## config.mk

```make
export PLATFORM = sky130hd
export DESIGN_NAME = hazard_ctrl
export DESIGN_NICKNAME = d
export VERILOG_FILES = /design/src/rtl/hazard_ctrl.sv
export SDC_FILE = /design/constraint.sdc
export NUM_CORES = 1
export LEC_CHECK = 0
export CORE_UTILIZATION = 55
export DETAILED_ROUTE_END_ITERATION = 8
export DONT_BUFFER_PORTS = 1
export PLACE_DENSITY = 0.81
export SLEW_MARGIN = 20
export SYNTH_ARGS = -nofsm -noshare
export SYNTH_HDL_FRONTEND = slang
export SYNTH_SLANG_ARGS = --single-unit
```

## constraint.sdc

```tcl
create_clock -name clk -period 1.9 [get_ports clk]
set_input_delay 0.285 -clock clk [delete_from_list [all_inputs] [get_ports clk]]
set_output_delay 0.285 -clock clk [all_outputs]
set_load 0.02 [all_outputs]
```

## src/rtl/hazard_ctrl.sv

```systemverilog
// hazard_ctrl -- pipeline hazard and stall controller for a 5-stage in-order core.
//
// Detects load-use and JALR-after-load hazards in ID and inserts bubbles into
// ID/EX. It freezes the whole pipeline while either cache has a miss pending,
// and flushes IF/ID on an ID-resolved taken branch or jump.
//
// FSM states:
//   RUN   - normal operation; hazards are evaluated every cycle.
//   STALL - issues the second bubble of a 2-cycle JALR stall (countdown driven).
//   WAIT  - cache freeze; remembers whether RUN or STALL was interrupted.
//
// Ports:
//   clk, rst_n                  clock, asynchronous active-low reset
//   rs1, rs2, use_rs1, use_rs2  ID-stage source registers and their use flags
//   jalr, branch_taken          ID holds JALR / ID resolved a taken branch or jump
//   ID_EX_rd, ID_EX_memread     EX-stage destination and load flag
//   EX_MEM_rd, EX_MEM_memread   MEM-stage destination and load flag
//   icache_stall, dcache_stall  cache miss pending
//   PC_write, IF_ID_write       PC and IF/ID update enables
//   IF_ID_flush, ID_EX_bubble   turn IF/ID or ID/EX into a NOP
//   pipe_hold                   hold ID/EX, EX/MEM and MEM/WB
//   stall_cycles                count of cycles with PC_write low (saturating)
//
// Build option: define HAZARD_PERF_CNT_EN to build the stall_cycles counter;
// without it stall_cycles is tied to 0 and no counter register exists.

module hazard_ctrl (
  input  logic        clk,
  input  logic        rst_n,
  input  logic [4:0]  rs1,
  input  logic [4:0]  rs2,
  input  logic        use_rs1,
  input  logic        use_rs2,
  input  logic        jalr,
  input  logic        branch_taken,
  input  logic [4:0]  ID_EX_rd,
  input  logic        ID_EX_memread,
  input  logic [4:0]  EX_MEM_rd,
  input  logic        EX_MEM_memread,
  input  logic        icache_stall,
  input  logic        dcache_stall,
  output logic        PC_write,
  output logic        IF_ID_write,
  output logic        IF_ID_flush,
  output logic        ID_EX_bubble,
  output logic        pipe_hold,
  output logic [31:0] stall_cycles
);

  typedef enum logic [1:0] {
    RUN   = 2'd0,
    STALL = 2'd1,
    WAIT  = 2'd2
  } state_t;

  state_t     state;
  state_t     saved_state;
  state_t     eff_state;
  logic [1:0] countdown;

  logic cache_stall;
  logic load_use;
  logic jalr_ex;
  logic jalr_mem;
  logic need_bubble;

  assign cache_stall = icache_stall | dcache_stall;

  assign load_use = ID_EX_memread && (ID_EX_rd != 5'd0) &&
                    ((use_rs1 && (ID_EX_rd == rs1)) ||
                     (use_rs2 && (ID_EX_rd == rs2)));

  // A load in EX feeding JALR's rs1 needs two bubbles; a load in MEM needs one.
  // The EX case wins when both match because it is the younger producer.
  assign jalr_ex  = jalr && (rs1 != 5'd0) && ID_EX_memread && (ID_EX_rd == rs1);
  assign jalr_mem = jalr && (rs1 != 5'd0) && !jalr_ex &&
                    EX_MEM_memread && (EX_MEM_rd == rs1);

  assign need_bubble = jalr_ex || jalr_mem || load_use;

  // In the first cycle after a freeze ends, behave as the interrupted state so
  // no idle cycle is inserted between the freeze and a pending bubble.
  assign eff_state = (state == WAIT) ? saved_state : state;

  // Outputs are combinational so a bubble lands in the detection cycle.
  always_comb begin
    PC_write     = 1'b1;
    IF_ID_write  = 1'b1;
    IF_ID_flush  = 1'b0;
    ID_EX_bubble = 1'b0;
    pipe_hold    = 1'b0;
    if (rst_n) begin
      if (cache_stall) begin
        PC_write    = 1'b0;
        IF_ID_write = 1'b0;
        pipe_hold   = 1'b1;
      end else if (eff_state == STALL || need_bubble) begin
        PC_write     = 1'b0;
        IF_ID_write  = 1'b0;
        ID_EX_bubble = 1'b1;
      end else if (branch_taken) begin
        IF_ID_flush = 1'b1;
      end
    end
  end

  always_ff @(posedge clk or negedge rst_n) begin
    if (!rst_n) begin
      state       <= RUN;
      saved_state <= RUN;
      countdown   <= 2'd0;
    end else if (cache_stall) begin
      // Countdown is left untouched so the pending bubble survives the freeze.
      if (state != WAIT) begin
        saved_state <= state;
      end
      state <= WAIT;
    end else if (eff_state == STALL) begin
      countdown <= countdown - 2'd1;
      state     <= (countdown <= 2'd1) ? RUN : STALL;
    end else if (jalr_ex) begin
      // First bubble is issued now; one more comes from STALL.
      countdown <= 2'd1;
      state     <= STALL;
    end else begin
      state <= RUN;
    end
  end

`ifdef HAZARD_PERF_CNT_EN
  logic [31:0] cnt_reg;

  always_ff @(posedge clk or negedge rst_n) begin
    if (!rst_n) begin
      cnt_reg <= 32'd0;
    end else if (!PC_write && (cnt_reg != 32'hFFFF_FFFF)) begin
      cnt_reg <= cnt_reg + 32'd1;
    end
  end

  assign stall_cycles = cnt_reg;
`else
  assign stall_cycles = 32'd0;
`endif

endmodule

```

==> results of run 1 <==
[metrics by stage]
| step | setup slack, ns | area (sq um) | total power, mW |
|---|---|---|---|
| finish | -0.1922 | 795.8 | 0.4787 |
| global route | -0.2726 | 795.8 | 0.5141 |
| CTS | -0.2014 | 780.7 | 0.4803 |
| detailed placement | -0.1256 | 748.2 | 0.3496 |
| global placement | -0.1058 | 748.2 | 0.3423 |
| floorplan | -0.1714 | 934.6 | 0.3720 |
[synth_stat cells, types with 4 or more instances]
master / number
buf_4: 33
xnor2_1: 7
dfrtp_1: 6
xor2_1: 6
inv_1: 5
nand2_1: 5
nor2_1: 4
o21ai_0: 4
[registers in the layout, indices dropped and copies added (netlist names)]
name         flops
countdown        2
saved_state      2
state            2
[routing by layer]
| layer | GRT usage [%] | vias to the layer above | share of wire, % |
|---|---|---|---|
| met1 | 14.33 | 257 | 32 |
| met5 | 0 | - | 0 |
| li1 | - | 271 | - |
| met2 | 32.66 | 43 | 55 |
| met3 | 3.889 | 2 | 12 |
| met4 | 7.500 | 0 | 0.14 |
[power by group through the flow]
stage | registers (mW) | clock network (mW) | logic [mW]
6_report | 0.169 | 0.121 | 0.189
3_5_place_dp | 0.169 | 0 | 0.180
5_1_grt | 0.172 | 0.131 | 0.211
3_3_place_gp | 0.169 | 0 | 0.174
4_1_cts | 0.167 | 0.128 | 0.185
2_1_floorplan | 0.166 | 0 | 0.206
[cell type report]
class / count / area share [%]
Tap cell: 15 / 2.358
Multi-Input combinational cell: 82 / 66.98
Clock buffer: 3 / 2.830
Inverter: 5 / 2.358
Sequential cell: 6 / 18.87
Timing Repair Buffer: 5 / 6.604
[cells in the final DEF (no fill, tap or decap), drive strengths merged, types with 2 or more instances in the layout]
master  count
and3        2
buf         4
clkbuf      3
conb       32
dfrtp       6
inv         5
nand2       5
nor2        5
o21ai       4
or4         2
xnor2       7
xor2        6
[timing repair]
action                     4_1_cts  5_1_grt
hold buffers                     1        0
hold endpoints to repair         6        0
setup endpoints to repair        4        4
gates resized for setup          0        3
pin swaps                        1        1
cloned                           0        0
[worst max-delay path by stage]
stage	startpoint	endpoint	slack, ns
after floorplan	rs1[1]	IF_ID_flush	-0.17
after global placement	rs1[1]	IF_ID_flush	-0.11
after detailed placement	rs1[1]	IF_ID_flush	-0.13
after CTS	saved_state[0]	IF_ID_flush	-0.20
after global routing	saved_state[0]	IF_ID_flush	-0.27
final	saved_state[0]	IF_ID_flush	-0.19
[cells by family (layout without fill, tap and decap cells)]
logic type                 Yosys count  in the layout
DFF                                  6              6
and+or+nand+nor                     21             21
adders and majority gates            1              1
buffers and inverters               38             13
muxes                                2              2
AOI/OAI and AO/OA                   13             13
xor gates and xnor gates            13             13
other                                1             32
==> impl_metrics.csv, run 1 <==
group,metric,value,unit
floorplan,die_area,1620,sq um
synthesis,seq_area_frac_synth,18.66,%
clock_network,clockBufferDepth,2,
routing,first_pass_iters,4,
hold_path,min_delay_path_depth,2,
timing,rsz0062_at_grt,"yes",
setup_path,endpoint_kind,"output port",
routing,drt-total-wl,1.410,mm
power,p_per_area,601.6,nW/um^2
timing,fin_tns_setup,-0.5031,ns
floorplan,io_pins,67,
synthesis,synth_fa_ha_area_share,1.555,%
global_routing,grt_max_degree,7,
synthesis,synth_top_area_cell,"buf_4",
timing,fmax,478.0,MHz
placed_design,gp_congestion,0.7809,
layout,antenna_cells,0,
setup_path,worstSetupPathDepth,6,
clock_network,ctsRootBufferMaster,"clkbuf_4",
floorplan,rows,13,
synthesis,ys_ff_latch,6,
global_routing,antenna_found_initial,0,
power,power_frac_seq,35.3,%
setup_path,cp_slowest_cell,"dfrtp_1",
routing,antenna_left,0,
global_routing,grt_overflow,0,
layout,fin_util,59.66,%
status,outcome,"finished, violations left",
timing,post-route-min-period,2.092,ns
layout,final_cells,116,
clock_network,postCtsSetupRepairBufs,0,
setup_path,worst_path_largest_cell_delay,0.38,ns
setup_path,critPathKind,"reg -> out",
synthesis,netlist_area,804.5,sq um
timing,fin_skew,0.0001443,ns
synthesis,syn_avg_cell_area,8.469,sq um
global_routing,grt_pass1_vias,490,
layout,fin_nets,134,
synthesis,synth_edf_count,0,
synthesis,synth_ff_type,"dfrtp_1",
power,switching_share,38.22,%
floorplan,die_x,40.25,um
run,maxCapViolCount,0,
synthesis,muxShareOfSynthArea,2.644,%
global_routing,grt_pass1_wl,1.725,mm
clock_network,cts_tree,"built",
setup_path,ff2ff_setup_slack,0.45,ns
synthesis,synth_compound_area_share,13.84,%
clock_network,clkTransAtPathRegs,0.05,ns
hold_path,worst_hold_path.endpoint,"state[1]",
setup_path,r2r-start,"state[0]",
timing,fin_ws,-0.1922,ns
routing,dr.first_iter.drc_count,20,
clock_network,clk_latency,0.24,ns
synthesis,yosys.area_share.xor_xnor,14.15,%
status,violations,"setup timing",
synthesis,synth.distinct_cells,33,
setup_path,critPathMaxFanout,3,
floorplan,core_area,1334,sq um
floorplan,die_h,40.25,um
layout,n_fill_cell,134,
power,p_clk_share,25.3,%
synthesis,ys_top_cells_by_area,"buf_4, dfrtp_1, xnor2_1",
clock_network,numCtsBuffers,3,
placed_design,dp_hpwl,1.187,mm
setup_path,crit_arrival,1.81,ns
setup_path,critPathBufInv,1,
layout,seq_area,150.1,sq um
routing,vias,573,
synthesis,yosysTopAreaCellShare,30.79,%
layout,area_growth,-1.089,%
power,p_leak,0.3898,nW
placed_design,dp_cells,112,
setup_path,start_kind,"flip-flop",
timing,setup_violations,4,
routing,post_drt_wl_per_cell,12.16,um
setup_path,crit_required,1.62,ns
timing,hold_violations,0,
hold_path,hold_path_class,"in -> reg",
setup_path,path_delay_family,"simple AND/OR/NAND/NOR gates",
synthesis,synth_top_family_by_area,"buffers and inverters",
timing,drv_slew,0,
routing,drc_errors,0,
clock_network,clock-sinks,6,
setup_path,crit_path_cell_trace,"nor3b_4 > mux2i_2 > o41ai_2 > a41o_2 > nor4b_2 > buf_4",
power,internal-power,295.8,uW
synthesis,synthArstFlopShare,100.0,%
clock_network,htreeDepth,1,
power,p_comb_share,39.4,%
timing,hold_slack,0.3089,ns
hold_path,min_from,"icache_stall",
synthesis,yosys.area_share.simple,15.55,%
setup_path,rr_worst_depth,6,
placed_design,port_buffers,0,
floorplan,initial_core_util,60.32,%
routing,via_per_inst,4.940,
timing,fin_crit_sh,110.1,%
power,vdd.ir_drop.worst,0.3627,mV
layout,drive_gt1_share,18.81,%
layout,multi_input_area,533.0,sq um
synthesis,synth-warning-count,0,
global_routing,grtUsageTotal,16.07,%
synthesis,synthCells,95,
setup_path,r2r-end,"countdown[1]",
power,switchingPower,182.9,uW
(Power assumes the default switching activity.)
==> inputs of run 2 (changes only) <==
--- a/config.mk
+++ b/config.mk
@@ -6,6 +6,7 @@
 export NUM_CORES = 1
 export LEC_CHECK = 0
 export CORE_UTILIZATION = 55
+export CTS_CLUSTER_SIZE = 20
 export DETAILED_ROUTE_END_ITERATION = 8
 export DONT_BUFFER_PORTS = 1
 export PLACE_DENSITY = 0.81
==> results of run 2 <==
Final layout, timing and power as in run 1 (identical DEF).
==> inputs of run 3 (changes only) <==
--- a/config.mk
+++ b/config.mk
@@ -9,7 +9,8 @@
 export CTS_CLUSTER_SIZE = 20
 export DETAILED_ROUTE_END_ITERATION = 8
 export DONT_BUFFER_PORTS = 1
-export PLACE_DENSITY = 0.81
+export PLACE_DENSITY = 0.75
+export REMOVE_ABC_BUFFERS = 1
 export SLEW_MARGIN = 20
 export SYNTH_ARGS = -nofsm -noshare
 export SYNTH_HDL_FRONTEND = slang
==> run 3 against run 2 <==
Effect of this change:
- the flow still finishes with violations (setup timing)
- power is 1.6% higher
- critical path type unchanged
- clock power is 3% lower
- cell count is 4.3% higher
- largest cell class unchanged
==> impl_metrics.csv, run 3 (same netlist as run 1, synthesis figures left out) <==
group,metric,value,unit
status,outcome,"finished, violations left",
status,violations,"setup timing",
setup_path,endpoint_kind,"output port",
global_routing,grt_max_degree,7,
timing,post-route-min-period,2.090,ns
layout,fin_nets,139,
global_routing,grt_pass1_wl,1.573,mm
placed_design,dp_hpwl,1.112,mm
floorplan,core_area,1334,sq um
clock_network,htreeDepth,1,
setup_path,critPathBufInv,1,
floorplan,die_area,1620,sq um
timing,fin_skew,0.003201,ns
setup_path,critPathMaxFanout,3,
clock_network,clockBufferDepth,2,
timing,hold_violations,0,
global_routing,antenna_found_initial,0,
layout,drive_gt1_share,23.58,%
clock_network,clock-sinks,6,
setup_path,crit_arrival,1.81,ns
setup_path,crit_required,1.62,ns
hold_path,worst_hold_path.endpoint,"state[1]",
layout,fin_util,62.10,%
power,total_power,486.3,uW
setup_path,ff2ff_setup_slack,0.31,ns
routing,drt-total-wl,1.459,mm
floorplan,io_pins,67,
layout,final_common_cell,"conb_1",
routing,first_pass_iters,4,
floorplan,die_h,40.25,um
global_routing,grtUsageTotal,15.26,%
hold_path,min_from,"icache_stall",
floorplan,rows,13,
routing,antenna_left,0,
timing,fmax,478.4,MHz
setup_path,rr_worst_depth,8,
hold_path,hold_path_class,"in -> reg",
routing,dr.first_iter.drc_count,11,
clock_network,numCtsBuffers,3,
routing,drc_errors,0,
power,p_per_area,587.1,nW/um^2
setup_path,r2r-end,"countdown[1]",
clock_network,ctsRootBufferMaster,"clkbuf_4",
setup_path,critPathKind,"reg -> out",
routing,vias,575,
run,maxCapViolCount,0,
global_routing,grt_pass1_vias,455,
power,p_leak,0.4117,nW
setup_path,path_delay_family,"compound AO/OA/AOI/OAI gates",
timing,rsz0062_at_grt,"yes",
layout,reg_top3,"countdown x2, saved_state x2, state x2",
timing,drv_slew,0,
setup_path,crit_path_cell_trace,"nor3b_4 > mux2i_2 > o41ai_2 > a41o_2 > o31ai_2 > buf_4",
routing,via_per_inst,4.752,
setup_path,start_kind,"flip-flop",
timing,setup_violations,4,
setup_path,cp_slowest_cell,"dfrtp_1",
hold_path,min_delay_path_depth,2,
setup_path,r2r-start,"state[0]",
floorplan,initial_core_util,60.32,%
layout,antenna_cells,0,
routing,post_drt_wl_per_cell,12.06,um
clock_network,cts_tree,"built",
timing,fin_ws,-0.1904,ns
setup_path,worst_path_largest_cell_delay,0.37,ns
global_routing,grt_overflow,0,
clock_network,clkTransAtPathRegs,0.04,ns
layout,n_fill_cell,125,
power,vdd.ir_drop.worst,0.3644,mV
placed_design,port_buffers,0,
floorplan,die_x,40.25,um
layout,final_cell_mix,"conb_1, buf_4, xnor2_1, xor2_1",
clock_network,clk_latency,0.24,ns
timing,fin_crit_sh,110.0,%
layout,area_growth,2.955,%
placed_design,gp_congestion,0.7111,
run 3: metrics by stage:
| stage | setup TNS [ns] | hold slack, ns | setup WS (ns) | area (sq um) | cells |
|---|---|---|---|---|---|
| global placement | -0.2506 | -0.01040 | -0.08685 | 721.9 | 112 |
| CTS | -0.4985 | 0.2906 | -0.1663 | 774.5 | 118 |
| finish | -0.6576 | 0.2852 | -0.1904 | 828.3 | 121 |
| floorplan | -1.397 | -0.01059 | -0.6243 | 673.1 | 93 |
| global route | -0.9575 | 0.3140 | -0.2716 | 828.3 | 121 |
| detailed placement | -0.3189 | -0.01038 | -0.1070 | 721.9 | 112 |
run 3: worst reg2reg max path: cells and delay by family, from the launching register on:
kind	cells	cell delay (ns)
mux	1	0.11
flops	1	0.45
compound gates	2	0.27
simple gates	2	0.30
buf+inv	3	0.35
run 3: what timing repair did:
action,CTS,global route
pin swaps,1,1
setup buffers,2,3
resized for setup,1,6
hold buffers,1,0
endpoints found under the hold margin,6,0
endpoints found under the setup margin,4,4
run 3: final cells by class:
| class | count | area (sq um) | area share (%) |
|---|---|---|---|
| timing repair buffer | 10 | 77.57 | 9.366 |
| sequential | 6 | 151.4 | 18.28 |
| tap | 15 | 18.77 | 2.266 |
| inverter | 5 | 18.77 | 2.266 |
| clock buffer | 3 | 22.52 | 2.719 |
| multi-input combinational | 82 | 539.3 | 65.11 |
run 3: worst max path at each step:
| stage | start | to | slack, ns | depth (start not counted) |
|---|---|---|---|---|
| floorplan | rs1[1] | IF_ID_write | -0.62 | 5 |
| global placement | rs1[1] | IF_ID_flush | -0.09 | 6 |
| detailed placement | rs1[1] | IF_ID_write | -0.11 | 6 |
| CTS | saved_state[0] | IF_ID_write | -0.17 | 6 |
| global route | saved_state[0] | PC_write | -0.27 | 6 |
| finish | saved_state[0] | IF_ID_write | -0.19 | 6 |
run 3: metal layers:
metal / vias to the layer above / track usage [%] / wire (um)
met5: - / 0 / 0
met4: 0 / 10.00 / 4
met3: 2 / 1.667 / 135
met2: 34 / 29.44 / 808
met1: 257 / 15.02 / 511
li1: 282 / - / -
run 3: power breakdown:
group | internal (mW) | total [mW] | switching, mW
Combinational | 0.0788 | 0.199 | 0.120
Clock | 0.0714 | 0.117 | 0.0452
Sequential | 0.153 | 0.171 | 0.0182
Total | 0.303 | 0.486 | 0.183
